$ cat src/rtl/spell_mem_pkg.sv
// Shared definitions for the SPELL memory requester: state encoding and memory constants.
package spell_mem_pkg;

  typedef enum logic [1:0] {
    StIdle    = 2'd0,
    StAccess  = 2'd1,
    StRelease = 2'd2
  } state_t;

  // Values returned when an access times out, mimicking an unmapped location.
  localparam logic [7:0] MEM_DATA_DEFAULT = 8'h00;
  localparam logic [7:0] MEM_CODE_DEFAULT = 8'hff;

  localparam int unsigned CODE_SIZE = 32;
  localparam int unsigned DATA_SIZE = 8;

endpackage

$ cat src/rtl/spell_mem_watchdog.sv
// Clear/enable saturating cycle counter; expired flags the last allowed wait cycle.
module spell_mem_watchdog #(
  parameter int unsigned TIMEOUT_CYCLES = 15
) (
  input  logic clk,
  input  logic rst,
  input  logic clr,
  input  logic en,
  output logic expired
);

  localparam int unsigned CW = (TIMEOUT_CYCLES == 0) ? 1 : $clog2(TIMEOUT_CYCLES + 1);
  localparam logic [CW-1:0] CNT_MAX  = CW'(TIMEOUT_CYCLES);
  localparam logic [CW-1:0] CNT_TERM = CW'((TIMEOUT_CYCLES == 0) ? 0 : TIMEOUT_CYCLES - 1);

  logic [CW-1:0] cnt_q;

  always_ff @(posedge clk) begin
    if (rst || clr) begin
      cnt_q <= '0;
    end else if (en && (cnt_q != CNT_MAX)) begin
      cnt_q <= cnt_q + 1'b1;
    end
  end

  // A zero timeout disables the watchdog entirely.
  assign expired = (TIMEOUT_CYCLES != 0) && (cnt_q == CNT_TERM);

endmodule

$ cat src/rtl/spell_mem_requester.sv
// Initiator side of the SPELL select/data_ready handshake: one core request at a time,
// registered memory drive, one-cycle response, watchdog abort.
module spell_mem_requester
  import spell_mem_pkg::*;
#(
  parameter int unsigned ADDR_WIDTH     = 8,
  parameter int unsigned TIMEOUT_CYCLES = 15
) (
  input  logic                  clk,
  input  logic                  rst,
  input  logic                  req_valid,
  output logic                  req_ready,
  input  logic [ADDR_WIDTH-1:0] req_addr,
  input  logic                  req_write,
  input  logic                  req_type_data,
  input  logic [7:0]            req_wdata,
  output logic                  rsp_valid,
  output logic [7:0]            rsp_rdata,
  output logic                  rsp_error,
  output logic                  busy,
  output logic                  mem_select,
  output logic [ADDR_WIDTH-1:0] mem_addr,
  output logic [7:0]            mem_wdata,
  output logic                  mem_type_data,
  output logic                  mem_write,
  input  logic [7:0]            mem_rdata,
  input  logic                  mem_data_ready
);

  state_t state_q;
  logic   wd_clr;
  logic   wd_en;
  logic   wd_expired;

  assign req_ready = (state_q == StIdle);
  assign busy      = (state_q != StIdle);
  assign wd_clr    = (state_q == StIdle) && req_valid;
  assign wd_en     = (state_q == StAccess) && !mem_data_ready;

  spell_mem_watchdog #(
    .TIMEOUT_CYCLES(TIMEOUT_CYCLES)
  ) u_watchdog (
    .clk    (clk),
    .rst    (rst),
    .clr    (wd_clr),
    .en     (wd_en),
    .expired(wd_expired)
  );

  always_ff @(posedge clk) begin
    if (rst) begin
      state_q       <= StIdle;
      mem_select    <= 1'b0;
      mem_write     <= 1'b0;
      mem_addr      <= '0;
      mem_wdata     <= 8'h00;
      mem_type_data <= 1'b0;
      rsp_valid     <= 1'b0;
      rsp_error     <= 1'b0;
      rsp_rdata     <= 8'h00;
    end else begin
      rsp_valid <= 1'b0;
      rsp_error <= 1'b0;
      unique case (state_q)
        StIdle: begin
          if (req_valid) begin
            mem_addr      <= req_addr;
            mem_write     <= req_write;
            mem_type_data <= req_type_data;
            mem_wdata     <= req_wdata;
            mem_select    <= 1'b1;
            state_q       <= StAccess;
          end
        end
        StAccess: begin
          // Ready takes priority over a timeout landing on the same edge.
          if (mem_data_ready) begin
            rsp_rdata  <= mem_write ? 8'h00 : mem_rdata;
            rsp_valid  <= 1'b1;
            mem_select <= 1'b0;
            mem_write  <= 1'b0;
            state_q    <= StRelease;
          end else if (wd_expired) begin
            rsp_rdata  <= mem_type_data ? MEM_DATA_DEFAULT : MEM_CODE_DEFAULT;
            rsp_valid  <= 1'b1;
            rsp_error  <= 1'b1;
            mem_select <= 1'b0;
            mem_write  <= 1'b0;
            state_q    <= StRelease;
          end
        end
        StRelease: begin
          // Wait out the responder's stale ready before allowing a new select.
          if (!mem_data_ready) begin
            state_q <= StIdle;
          end
        end
        default: state_q <= StIdle;
      endcase
    end
  end

endmodule

$ cat config.mk
export PLATFORM = sky130hd
export DESIGN_NAME = spell_mem_requester
export DESIGN_NICKNAME = d
export VERILOG_FILES = /design/src/rtl/spell_mem_pkg.sv /design/src/rtl/spell_mem_watchdog.sv /design/src/rtl/spell_mem_requester.sv
export SDC_FILE = /design/constraint.sdc
export NUM_CORES = 1
export LEC_CHECK = 0
export BUFFER_PORTS_ARGS = -buffer_cell sky130_fd_sc_hd__buf_2
export CORE_MARGIN = 8
export CORE_UTILIZATION = 50
export CTS_CLUSTER_SIZE = 10
export DETAILED_ROUTE_END_ITERATION = 8
export PLACE_DENSITY_LB_ADDON = 0.05
export SKIP_CTS_REPAIR_TIMING = 1
export SLEW_MARGIN = 20
export SYNTH_ARGS = -nofsm -noshare
export SYNTH_HDL_FRONTEND = slang
export SYNTH_HIERARCHICAL = 1
export SYNTH_SLANG_ARGS = --single-unit
$ cat constraint.sdc
create_clock -name clk -period 3.4 [get_ports clk]
set_input_delay 0.34 -clock clk [delete_from_list [all_inputs] [get_ports clk]]
set_output_delay 0.34 -clock clk [all_outputs]
set_load 0.01 [all_outputs]
# After elaboration in Yosys (flattened, before gate mapping)
# Cells that the tools add are included.
# W data, S select, Z words.
# classes
addsub	1
n_eq_ne	7
mux	17
n_bitwise	1
reduce_logical	15
# op_table
operator	count
$mux W8	4
$mux W2	4
$mux W1	6
$pmux W2 S3	1
$reduce_and A3 Y1	2
$reduce_bool A2 Y1	3
$add A4 B1 Y4 const B	1
$eq A4 B4 Y1 const B	1
$ne A2 B2 Y1 const B	2
$ne A4 B4 Y1 const B	1
$pmux W1 S2	2
$reduce_and A2 Y1	2
$logic_and A1 B1 Y1	3
$ne A3 B2 Y1 const B	1
$reduce_or A3 Y1	1
$eq A2 B1 Y1 const B	1
$eq A2 B2 Y1 const B	1
$logic_not A2 Y1	1
$reduce_or A2 Y1	1
$logic_not A1 Y1	1
$logic_or A1 B1 Y1	1
$not A1 Y1	1
# word_totals
register_bits	35
inputBits	30
output_inout_bits	31
word_cells	51

# Depth between registers and ports, before layout
# depth
depth_word	4
depth_mapped	7

# By module
# The synthesis kept the hierarchy.
# modules_own_cells
module	instances	cells_per_inst	area_per_inst_um2	seq_area_each_um2
spell_mem_requester	1	136	1227.4	620.6
spell_mem_watchdog	1	24	217.7	80.1

# Worst setup path before layout
# OpenSTA, ideal clock, no wires.
# synth_path
path_type	register to register
start	reg u_watchdog.cnt_q[0]
end	reg rsp_rdata[0]
setup_ns	0.157
t_arrival_ns	1.336
t_required_ns	3.243
setup_slack_ns	1.907
stages_incl_launch_ff	7
n_path_buf	0
cell_sequence	dfxtp_1 -> inv_1 -> ha_1 -> and3_1 -> a21oi_1 -> nor2_1 -> a221oi_2
# synth_via
elab_chain_cells	3
# synth_lines
element	line_no	source
start: declaration	spell_mem_watchdog.sv:16	logic [CW-1:0] cnt_q;
start signal: assignment	spell_mem_watchdog.sv:22	cnt_q <= cnt_q + 1'b1;
$eq A4 B4 Y1	spell_mem_watchdog.sv:27	assign expired = (TIMEOUT_CYCLES != 0) && (cnt_q == CNT_TERM);
via wd_expired	spell_mem_requester.sv:33	logic wd_expired;
$reduce_bool A2 Y1 (no line)	-	
$reduce_and A2 Y1 (no line)	-	
end signal: assignment	spell_mem_requester.sv:78	rsp_rdata <= mem_write ? 8'h00 : mem_rdata;
end signal: assignment	spell_mem_requester.sv:84	rsp_rdata <= mem_type_data ? MEM_DATA_DEFAULT : MEM_CODE_DEFAULT;
end: declaration	spell_mem_requester.sv:18	output logic [7:0] rsp_rdata,
# The timed path passes the listed nets, and every way through them passes these cells.
# A chain may end at the register's enable or synchronous reset.

# Worst setup path after layout
# layout_path
start	reg u_watchdog.cnt_q[0]
end	reg rsp_rdata[5]
# Same word-level chain as after synthesis.

==> results_dict.tcl <==
set metrics [dict create \
    syn_to_final_growth_pct 24.9 \
    fin_cells 251 \
    overflow 0 \
    power.leakage_uw 0.000795 \
    fin_skew_ns 0.00824 \
    synthCells 160 \
    track_usage_pct 13.8 \
    min_from "req_addr[7]" \
    timing.rr.end "rsp_rdata[5]" \
    drive_gt1_share_pct 40.9 \
    antenna_found_initial 0 \
    clkTransAtPathRegs_ns 0.10 \
    min_path_cells 3 \
    pre_cts_ws_ns 1.39 \
    seq_area_frac_synth_pct 48.5 \
    drv_cap 0 \
    pin_count 61 \
    grt_setup_unrepaired "no" \
    final-setup-viol-count 0 \
    wl_mm 3.40 \
    holdPathEnd "mem_addr[7]" \
    synth_area_um2 1450 \
    relSlewSlack_pct 45.2 \
    fin_crit_sh_pct 59.2 \
    firstDrtPassIters 4 \
    detail-route-antenna-nets 0 \
    drtIter0Drc 58 \
    diodes 0 \
    power_uw 834 \
    timing.rr.start "u_watchdog/cnt_q[0]" \
    clock_latency_ns 0.33 \
    synth-seq-cells 35 \
    dp.cells 243 \
    cts_tree "yes" \
    die_h_um 69.8 \
    grt_max_degree 36 \
    clkSinkCount 35 \
    status "finished, final reports clean" \
    grt_pass1_vias 1273 \
    hold_path.class "in2reg" \
    final_net_count 251 \
    irDropWorstVdd_uv 338 \
    worstMarginPinSlew_ns 0.822 \
    fin_ws_ns 1.39 \
    synth_fp_nets 192 \
    synth_edf_count 0 \
    tns_ns 0 \
    clock_path_buffers 2 \
    dieArea_um2 4870 \
    cp-end-kind "register" \
    vias 1290 \
    rows 19 \
    r2r_slack_ns 1.39 \
    grt_pass1_wl_mm 5.60 \
    drc_errors 0 \
    viasPerCell 5.14 \
    critPathLaunchType "register" \
    portBuffers 60 \
    cts_root_buffer "clkbuf_4" \
    finalHoldViolations 0 \
    ys_async_sr_fraction_pct 0 \
    arrival_ns 2.20 \
    coreArea_um2 2760 \
    cts-htree-levels 2 \
    dp_hpwl_mm 2.53 \
    crit_type "reg2reg" \
    power_density_nw_per_um2 462 \
    cts_inserted_buffers 5 \
    start_util_pct 52.4 \
    synth.distinct_cells 33 \
    max_freq_mhz 497 \
    crit_fanout 10 \
    yosys_warnings 6 \
    routabilityCongestion 0.697 \
    min_period_ns 2.01 \
    synthFlopType "dfxtp_1" \
    ff2ff_path_depth 6 \
    drv_slew 0 \
    die_w_um 69.8 \
    crit_required_ns 3.58 \
    syn_avg_cell_area_um2 9.03 \
    wl_per_cell_um 13.6 \
]
area by class of cell:
class / count / area [um^2]
inverters: 13 / 51.3
flip-flops and latches: 35 / 701
multi-input cells: 104 / 646
fillers: 249 / 952
repair buffers: 60 / 300
well taps: 31 / 38.8
clock buffers: 8 / 68.8
Yosys cell counts, drive strengths merged (2+ instances only):
| cell | instances | area [um^2] |
|---|---|---|
| clkbuf | 2 | 7.51 |
| dfxtp | 35 | 701 |
| nand2 | 43 | 161 |
| nand3 | 2 | 10.0 |
| buf | 6 | 40.0 |
| nor2 | 5 | 18.8 |
| a2111oi | 2 | 25.0 |
| inv | 13 | 51.3 |
| a221oi | 8 | 120 |
| ha | 2 | 25.0 |
| or2 | 2 | 12.5 |
| o21ai | 2 | 10.0 |
| and3 | 2 | 12.5 |
| a21oi | 24 | 154 |
flip-flops by register name (all words and copies together) (netlist names):
register          flops
mem_addr              8
mem_select            1
mem_type_data         1
mem_wdata             8
mem_write             1
rsp_error             1
rsp_rdata             8
rsp_valid             1
state_q               2
u_watchdog/cnt_q      4
per-stage QoR:
step | util, % | area (um^2) | hold WS [ns]
after global routing | 65.5 | 1810 | 0.225
after global placement | 63.0 | 1740 | 0.439
after CTS | 65.5 | 1810 | 0.224
final | 65.5 | 1810 | 0.241
after detailed placement | 63.0 | 1740 | 0.444
after floorplan | - | 1450 | 0.409
worst max-delay path: stages, from the launching register on:
cell	delay, ns
dfxtp_1	0.39
inv_1	0.08
ha_1	0.19
and3_1	0.21
nor2_1	0.17
or2_0	0.67
a221oi_2	0.17
cell usage in the layout, fill, tap and decap left out, drive strengths merged:
cell type / count
or2: 2
nor2b: 1
a2111oi: 2
or3: 1
a211oi: 1
nand3b: 1
nand2: 43
or3b: 1
a21oi: 24
buf: 60
nand3: 2
o211ai: 1
a221oi: 8
and4: 1
ha: 2
dfxtp: 35
nor2: 5
nor3: 1
o21ai: 2
inv: 13
nor4: 1
nand2b: 1
nand4: 1
nor4b: 1
and3: 2
clkbuf: 8
per-layer routing:
metal	wire length, um	part of all wire (%)	global-route usage (%)
met1	1450	43	14.5
met2	1570	46	22.6
met3	340	10	8.15
met4	40	1.2	4.02
met5	0	0	0
how the worst max path moves through the flow:
stage,start,to,slack [ns],cells past startpoint
finish,u_watchdog/cnt_q[0],rsp_rdata[5],1.39,6
global route,u_watchdog/cnt_q[0],rsp_rdata[5],1.21,6
CTS,u_watchdog/cnt_q[0],rsp_rdata[5],1.38,6
detailed placement,u_watchdog/cnt_q[0],rsp_rdata[5],1.39,6
global placement,u_watchdog/cnt_q[0],rsp_rdata[1],1.49,6
floorplan,u_watchdog/cnt_q[0],rsp_rdata[0],1.91,6
logic make-up (layout without fill, tap and decap cells):
logic type                 Yosys count  in the layout  synth area share, %
AOI/OAI and AO/OA                   38             38                 22.4
buffers and inverters               21             81                 6.84
and+or+nand+nor                     64             64                 20.5
adders and majority gates            2              2                 1.73
DFF                                 35             35                 48.5
power breakdown:
| group | switching, uW | internal [uW] | total [uW] |
|---|---|---|---|
| clock | 132 | 122 | 254 |
| combinational | 78.9 | 55.1 | 134 |
| sequential | 12.6 | 433 | 446 |
Note: power is estimated with default switching activity, not from simulation.
